===== config.mk =====
export PLATFORM = sky130hd
export DESIGN_NAME = lfsr_spike_selector
export DESIGN_NICKNAME = d
export VERILOG_FILES = /design/src/rtl/lfsr_spike_selector_pkg.sv /design/src/rtl/lfsr_xnor.sv /design/src/rtl/lfsr_spike_selector.sv
export SDC_FILE = /design/constraint.sdc
export NUM_CORES = 1
export LEC_CHECK = 0
export CAP_MARGIN = 15
export CELL_PAD_IN_SITES_DETAIL_PLACEMENT = 1
export CELL_PAD_IN_SITES_GLOBAL_PLACEMENT = 2
export CORE_MARGIN = 5
export CORE_UTILIZATION = 30
export CTS_CLUSTER_DIAMETER = 30
export DETAILED_ROUTE_END_ITERATION = 12
export GPL_TIMING_DRIVEN = 0
export PLACE_DENSITY = 0.82
export SETUP_SLACK_MARGIN = 0.3
export SLEW_MARGIN = 20
export SYNTH_ARGS = -nofsm -noshare
export SYNTH_HDL_FRONTEND = slang
export SYNTH_SLANG_ARGS = --single-unit

===== constraint.sdc =====
create_clock -name clk -period 3.44 [get_ports clk]
set_clock_uncertainty 0.15 [all_clocks]
set_input_delay 0.688 -clock clk [delete_from_list [all_inputs] [get_ports clk]]
set_output_delay 0.688 -clock clk [all_outputs]
set_load 0.005 [all_outputs]

===== src/rtl/lfsr_spike_selector_pkg.sv =====
// Shared types and helpers for the LFSR spike selector and its LFSR sub-block.
package spike_sel_pkg;

  typedef enum logic [1:0] {IDLE, DRAW, SCAN, DONE} state_t;

  // Maximal-length XNOR tap masks (bit positions are zero-based).
  function automatic logic [15:0] lfsr_taps(input int width);
    case (width)
      3:       return 16'h0006;
      4:       return 16'h000C;
      5:       return 16'h0014;
      6:       return 16'h0030;
      7:       return 16'h0060;
      8:       return 16'h00B8;
      9:       return 16'h0110;
      10:      return 16'h0240;
      11:      return 16'h0500;
      12:      return 16'h0829;
      13:      return 16'h100D;
      14:      return 16'h2015;
      15:      return 16'h6000;
      16:      return 16'hD008;
      default: return 16'h0000;
    endcase
  endfunction

  function automatic int idx_w(input int n);
    return (n > 1) ? $clog2(n) : 1;
  endfunction

endpackage


===== src/rtl/lfsr_xnor.sv =====
// Fibonacci XNOR LFSR: shift left, feedback into bit 0. All-ones is the lock-up
// state, so a load of all-ones falls back to SEED.
module lfsr_xnor
  import spike_sel_pkg::*;
#(
  parameter int WIDTH = 7,
  parameter logic [WIDTH-1:0] SEED = WIDTH'(53)
) (
  input  logic             clk,
  input  logic             reset,
  input  logic             step,
  input  logic             load,
  input  logic [WIDTH-1:0] load_val,
  output logic [WIDTH-1:0] value
);

  localparam logic [15:0] TAPS = lfsr_taps(WIDTH);

  logic fb;
  assign fb = ~(^(value & TAPS[WIDTH-1:0]));

  always_ff @(posedge clk) begin
    if (reset)
      value <= SEED;
    else if (load)
      value <= (&load_val) ? SEED : load_val;
    else if (step)
      value <= {value[WIDTH-2:0], fb};
  end

endmodule


===== src/rtl/lfsr_spike_selector.sv =====
// Picks one active neuron per request: random in-range start index drawn from an
// LFSR by rejection, then round-robin scan. Optional seed port: SPIKE_SELECTOR_SEED_LOAD_EN.
module lfsr_spike_selector
  import spike_sel_pkg::*;
#(
  parameter int NUM_NEURONS = 100,
  parameter int LFSR_WIDTH  = 7,
  parameter logic [LFSR_WIDTH-1:0] SEED = LFSR_WIDTH'(53)
) (
  input  logic                              clk,
  input  logic                              reset,
  input  logic                              start,
  input  logic [NUM_NEURONS-1:0]            spikes,
`ifdef SPIKE_SELECTOR_SEED_LOAD_EN
  input  logic                              seed_load,
  input  logic [LFSR_WIDTH-1:0]             seed_in,
`endif
  output logic                              busy,
  output logic                              done,
  output logic                              found,
  output logic [idx_w(NUM_NEURONS)-1:0]     index
);

  localparam int IDX_W = idx_w(NUM_NEURONS);
  localparam logic [IDX_W-1:0] LAST = IDX_W'(NUM_NEURONS - 1);

  if (LFSR_WIDTH < 3 || LFSR_WIDTH > 16) begin : g_bad_width
    $error("lfsr_spike_selector: LFSR_WIDTH must be 3..16");
  end
  if (NUM_NEURONS > (2 ** LFSR_WIDTH) - 1) begin : g_bad_n
    $error("lfsr_spike_selector: NUM_NEURONS exceeds LFSR range");
  end
  if (&SEED) begin : g_bad_seed
    $error("lfsr_spike_selector: SEED must not be all-ones");
  end

  state_t                 state;
  logic [NUM_NEURONS-1:0] spike_reg;
  logic [IDX_W-1:0]       ptr;
  logic [LFSR_WIDTH-1:0]  lfsr_val;
  logic                   lfsr_load;
  logic [LFSR_WIDTH-1:0]  lfsr_load_val;
  logic                   hold_idle;

`ifdef SPIKE_SELECTOR_SEED_LOAD_EN
  assign lfsr_load     = (state == IDLE) && seed_load;
  assign lfsr_load_val = seed_in;
  assign hold_idle     = seed_load;
`else
  assign lfsr_load     = 1'b0;
  assign lfsr_load_val = '0;
  assign hold_idle     = 1'b0;
`endif

  lfsr_xnor #(.WIDTH(LFSR_WIDTH), .SEED(SEED)) u_lfsr (
    .clk      (clk),
    .reset    (reset),
    .step     (state == DRAW),
    .load     (lfsr_load),
    .load_val (lfsr_load_val),
    .value    (lfsr_val)
  );

  // done/found/index are set on the transition into DONE, so done is high
  // exactly while the FSM sits in DONE and a start in that cycle is ignored.
  always_ff @(posedge clk) begin
    if (reset) begin
      state     <= IDLE;
      spike_reg <= '0;
      ptr       <= '0;
      busy      <= 1'b0;
      done      <= 1'b0;
      found     <= 1'b0;
      index     <= '0;
    end else begin
      done <= 1'b0;
      case (state)
        IDLE: begin
          if (!hold_idle && start) begin
            spike_reg <= spikes;
            busy      <= 1'b1;
            if (spikes == '0) begin
              state <= DONE;
              found <= 1'b0;
              index <= '0;
              done  <= 1'b1;
            end else begin
              state <= DRAW;
            end
          end
        end
        DRAW: begin
          if (32'(lfsr_val) < NUM_NEURONS) begin
            ptr   <= IDX_W'(lfsr_val);
            state <= SCAN;
          end
        end
        SCAN: begin
          if (spike_reg[ptr]) begin
            index <= ptr;
            found <= 1'b1;
            done  <= 1'b1;
            state <= DONE;
          end else begin
            ptr <= (ptr == LAST) ? '0 : ptr + 1'b1;
          end
        end
        DONE: begin
          busy  <= 1'b0;
          state <= IDLE;
        end
        default: state <= IDLE;
      endcase
    end
  end

endmodule

After elaboration in Yosys (flattened, before gate mapping)

Index checks and enable logic that the tools add are counted.

Word-level logic and storage cells: 57
Bits in registers: 126
Input bits: 103

Reduce and logical (&&, ||, !) cells: 11
Bitwise gates (word level): 1
$add $sub $neg: 1
Equality and inequality tests: 9
Magnitude comparators: 2
Muxes and demuxes: 25

Operators with widths:

| kind                                               | number |
|---|---|
| zero test 100 bit                                  | 1 |
| two-way mux 7 bit                                  | 6 |
| case mux 7 bit (2 select lines)                    | 2 |
| != test 2 bit, second input constant               | 5 |
| < comparator 7 x 8 -> 1 bit, second input constant | 1 |
| two-way mux 1 bit                                  | 8 |
| two-way mux 2 bit                                  | 4 |
| case mux 2 bit (4 select lines)                    | 1 |
| adder 7 x 1 -> 7 bit, second input constant        | 1 |
| binary-select mux 1 bit (select 7 bit)             | 1 |
| == test 7 bit, second input constant               | 1 |
| < comparator 7 bit, second input constant          | 1 |
| parity 7 bit                                       | 1 |
| case mux 1 bit (2 select lines)                    | 3 |
| AND reduction 3 bit                                | 2 |
| nonzero test 2 bit                                 | 3 |
| == test 2 bit, second input constant               | 2 |
| AND reduction 2 bit                                | 2 |
| AND reduction 4 bit                                | 1 |
| == test 2 x 1 -> 1 bit, second input constant      | 1 |
| zero test 2 bit                                    | 1 |
| inverter 1 bit                                     | 1 |

Depth between registers and ports, before layout

Depth in word-level cells: 4
Depth in mapped cells: 11
Gate-level depth less buffers: 8

Hierarchy

Synthesis repeated with hierarchy kept, for this count alone.

Cells, all modules: 718
Area, all modules: 5997.0 µm²

By module, submodules not included:

| module              | area each (µm²) | sequential area each (µm²) | cells each | instances |
|---|---|---|---|---|
| lfsr_spike_selector | 5611.6          | 2382.3                     | 681        | 1 |
| lfsr_xnor           | 385.4           | 140.1                      | 37         | 1 |

Least setup slack after synthesis

Ideal clock, no wire load.

Path kind: register to register
Start point: reg ptr[0]
End point: reg ptr[5]
Path buffers: 2
Setup slack: 0.848 ns
Library setup time: 0.142 ns
Arrival time: 2.300 ns
Stages on the path, launching flop included: 10
Path through: dfxtp_1 buf_6 mux4_1 mux2_2 a221oi_2 o311a_2 a21oi_2 buf_6 o311ai_0 o311ai_1

Longest elaborated chain between the ends: 4

Ends and longest elaborated chain:

| element                                                                          | line                                                  | RTL |
|---|---|---|
| from (decl)                                                                      | lfsr_spike_selector.sv:39                             | `logic [IDX_W-1:0] ptr;` |
| from (signal assigned)                                                           | lfsr_spike_selector.sv:94                             | `ptr <= IDX_W'(lfsr_val);` |
| from (signal assigned)                                                           | lfsr_spike_selector.sv:105                            | `ptr <= (ptr == LAST) ? '0 : ptr + 1'b1;` |
| binary-select mux 1 bit (select 7 bit), or another cell as far along             | lfsr_spike_selector.sv:99                             | `if (spike_reg[ptr]) begin` |
| two-way mux 1 bit (implied by the code) or two-way mux 7 bit (tied branches)     | lfsr_spike_selector.sv:99, lfsr_spike_selector.sv:105 |  |
| != test 2 bit (no line) or two-way mux 7 bit (tied branches)                     | n/a                                                   |  |
| AND reduction 3 bit (no line) or case mux 7 bit (2 select lines) (tied branches) | n/a                                                   |  |

Parallel ways exist; a longest one is shown, timed or not. The select of a mux whose other input is x is not followed.
A chain may end at the register's enable or synchronous reset.

Worst setup path in the final report

Start point: reg ptr[0]
End point: reg ptr[3]

Same word-level chain as after synthesis.

==> flow_summary.toml <==
[outcome]
status = "finished clean"

[logic_synthesis]
synth_cells = 702
syn_nets = 811
synth_edf_count = 0
ys_seq_elements = 126
yosysSeqAreaShare_pct = 43.2
syn-cell-area_mm2 = 0.00584
ys.warnings.count = 0
ys.flop_type = "dfxtp_1"
async_flop_share_pct = 0
synth.distinct_cells = 49
synth.avg_cell_area_um2 = 8.32

[layout]
largest_reg_flops = 100
mostFrequentLayoutCells = "nand2_1, dfxtp_1, clkdlybuf4s50_1, a21oi_1, clkbuf_1"
final_common_cell = "nand2_1"
filler_cell_count = 2281
stdcell_count = 1115
drive_gt1_share_pct = 9.53
final_core_util_pct = 41.5
num_antenna_cells = 0
area_delta_synth_final_pct = 37.3
nNetsFinal = 946

[grt]
grt_overflow = 0
grtUsageTotal_pct = 20.0
grt_pass1_vias = 6256
grt_max_degree = 17
antenna_found_initial = 0
grt_pass1_wl_mm = 34.2

[timing]
setup_violations = 0
rsz0062_at_grt = "yes"
hold_viol = 0
relSlewSlack_pct = 44.0
fin_crit_ns = 3.07
fin_crit_sh_pct = 89.2
slew_viol_final = 0
whs_ns = 0.303
worst_pin_slew_ns = 0.828
clock.fmax_ghz = 0.326

[placement]
placedCellCount = 1079
gp_congestion = 0.861
dpl.hpwl_mm = 16.4
io_buffer_count = 112

[route]
remaining_drc_errors = 0
routedWlPerCell_um = 19.5
routed_wirelength_mm = 21.8
vias = 5760
drt_iter0_drc = 230
ant_nets = 0
drtPass1Iterations = 4
viasPerCell = 5.17

[job]
maxCapViolCount = 0

[critical_path]
worstSetupEndpointType = "register"
cp-start-kind = "register"
r2r_start = "ptr[0]"
crit_type = "reg2reg"
required_ns = 3.62
r2r_setup_slack_ns = 0.37
cp_max_fo = 7
ff2ff_path_depth = 9
r2r_end = "ptr[3]"
crit_arrival_ns = 3.24

[floorplanning]
initial_core_util_pct = 30.2
core_mm2 = 0.0193
die_x_um = 150
boundaryPins = 113
rows = 51
dieArea_mm2 = 0.0224
die_y_um = 150

[clock_network]
clk_latency_ns = 0.43
clock_path_buffers = 2
clk_pin_slew_ns = 0.06
cts_root_buf = "clkbuf_16"
cts_tree = "done"
cts_made_buffers = 17
cts_hold_buf = 0
cts.sinks = 126
cts-htree-levels = 4

[worst_hold_path]
min_to = "spike_reg[54]"
hold_depth = 2
hold_class = "reg2reg"
min-delay-start = "spike_reg[54]"

[power_and_ir_drop]
p_per_area_mw_per_mm2 = 749
vdd_ir_drop_max_uv = 329
power_mw = 6.00
leakage_nw = 2.78
[repair_timing]
item | 4_1_cts | 5_1_grt
resized for setup | 17 | 14
setup buffers | 3 | 1
endpoints found under the setup margin | 15 | 10
pin swaps | 3 | 4
[cell type report]
| type | count | area (µm²) | area share [%] |
|---|---|---|---|
| buffer | 51 | 254 | 3.17 |
| clock buffer | 19 | 443 | 5.53 |
| clock inverter | 13 | 92.6 | 1.16 |
| inverter | 9 | 33.8 | 0.421 |
| multi-input combinational | 516 | 3170 | 39.6 |
| sequential | 126 | 2520 | 31.5 |
| tap | 265 | 332 | 4.14 |
| timing repair buffer | 116 | 1160 | 14.5 |
[worst max-delay path, cell delays in order (launching register included)]
cell	delay [ns]
dfxtp_1	0.36
buf_6	0.14
buf_12	0.11
mux4_1	0.58
mux2_2	0.31
a221oi_2	0.27
o311a_4	0.25
a21oi_4	0.07
or3_4	0.41
o311ai_4	0.30
[metal layers]
metal | vias to the layer above | routed length, µm | part of all wire [%] | GRT usage (%)
li1 | 2761 | - | - | -
met1 | 2847 | 9630 | 44 | 24.8
met2 | 121 | 10700 | 49 | 34.7
met3 | 31 | 885 | 4.1 | 4.88
met4 | 0 | 578 | 2.7 | 5.45
met5 | - | 0 | 0 | 0
[how the worst max path moves through the flow]
stage,startpoint,endpoint
finish,ptr[0],ptr[3]
global route,ptr[0],ptr[5]
CTS,ptr[0],ptr[3]
detailed placement,spikes[60],index[0]
global placement,spikes[60],index[1]
floorplan,ptr[0],ptr[5]
[Yosys cell counts (2+ instances only)]
cell type	instances	share of area (%)
mux2i_1	23	3.9
nand3_1	8	0.69
nand2_1	221	14
o221ai_1	5	0.75
or4_1	2	0.26
o311ai_1	2	0.30
o311ai_0	7	1.1
buf_4	3	0.39
o31ai_1	2	0.26
or3_1	2	0.21
nor2_1	22	1.4
mux4_2	14	5.4
dfxtp_1	126	43
a31oi_1	5	0.54
mux2_2	2	0.39
nand2b_1	5	0.54
nand4_1	5	0.54
nor4_1	26	2.8
buf_6	2	0.39
o211ai_1	4	0.51
a21oi_1	108	9.3
and2_1	2	0.21
nor2b_1	3	0.32
clkbuf_1	40	2.6
nand3b_1	2	0.26
inv_1	9	0.58
and3_1	2	0.21
a22o_1	6	0.90
buf_2	5	0.43
a211oi_1	4	0.51
ha_1	6	1.3
o21ai_0	8	0.69
mux4_1	5	2.3
[power breakdown]
group	leakage (nW)	internal [mW]	switching, mW
Sequential	1.03	1.74	0.183
Clock	0.252	0.937	0.698
Combinational	1.50	0.955	1.49
Total	2.78	3.63	2.37
[through the flow]
| step | cell area [µm²] | setup TNS [ns] | setup WS, ns |
|---|---|---|---|
| 2_1_floorplan | 5840 | 0 | 0.848 |
| 3_3_place_gp | 7290 | -5.19 | -0.664 |
| 3_5_place_dp | 7290 | -6.06 | -0.778 |
| 4_1_cts | 7960 | 0 | 0.321 |
| 5_1_grt | 8020 | 0 | 0.259 |
| 6_report | 8020 | 0 | 0.372 |
[cells by family after synthesis]
kind of cell | share of synthesized area [%]
compound gates | 16.5
buf+inv | 4.61
simple gates | 22.4
mux | 12.0
flops | 43.2
fa+ha+maj | 1.29
Power figures use the tool's default switching activity.
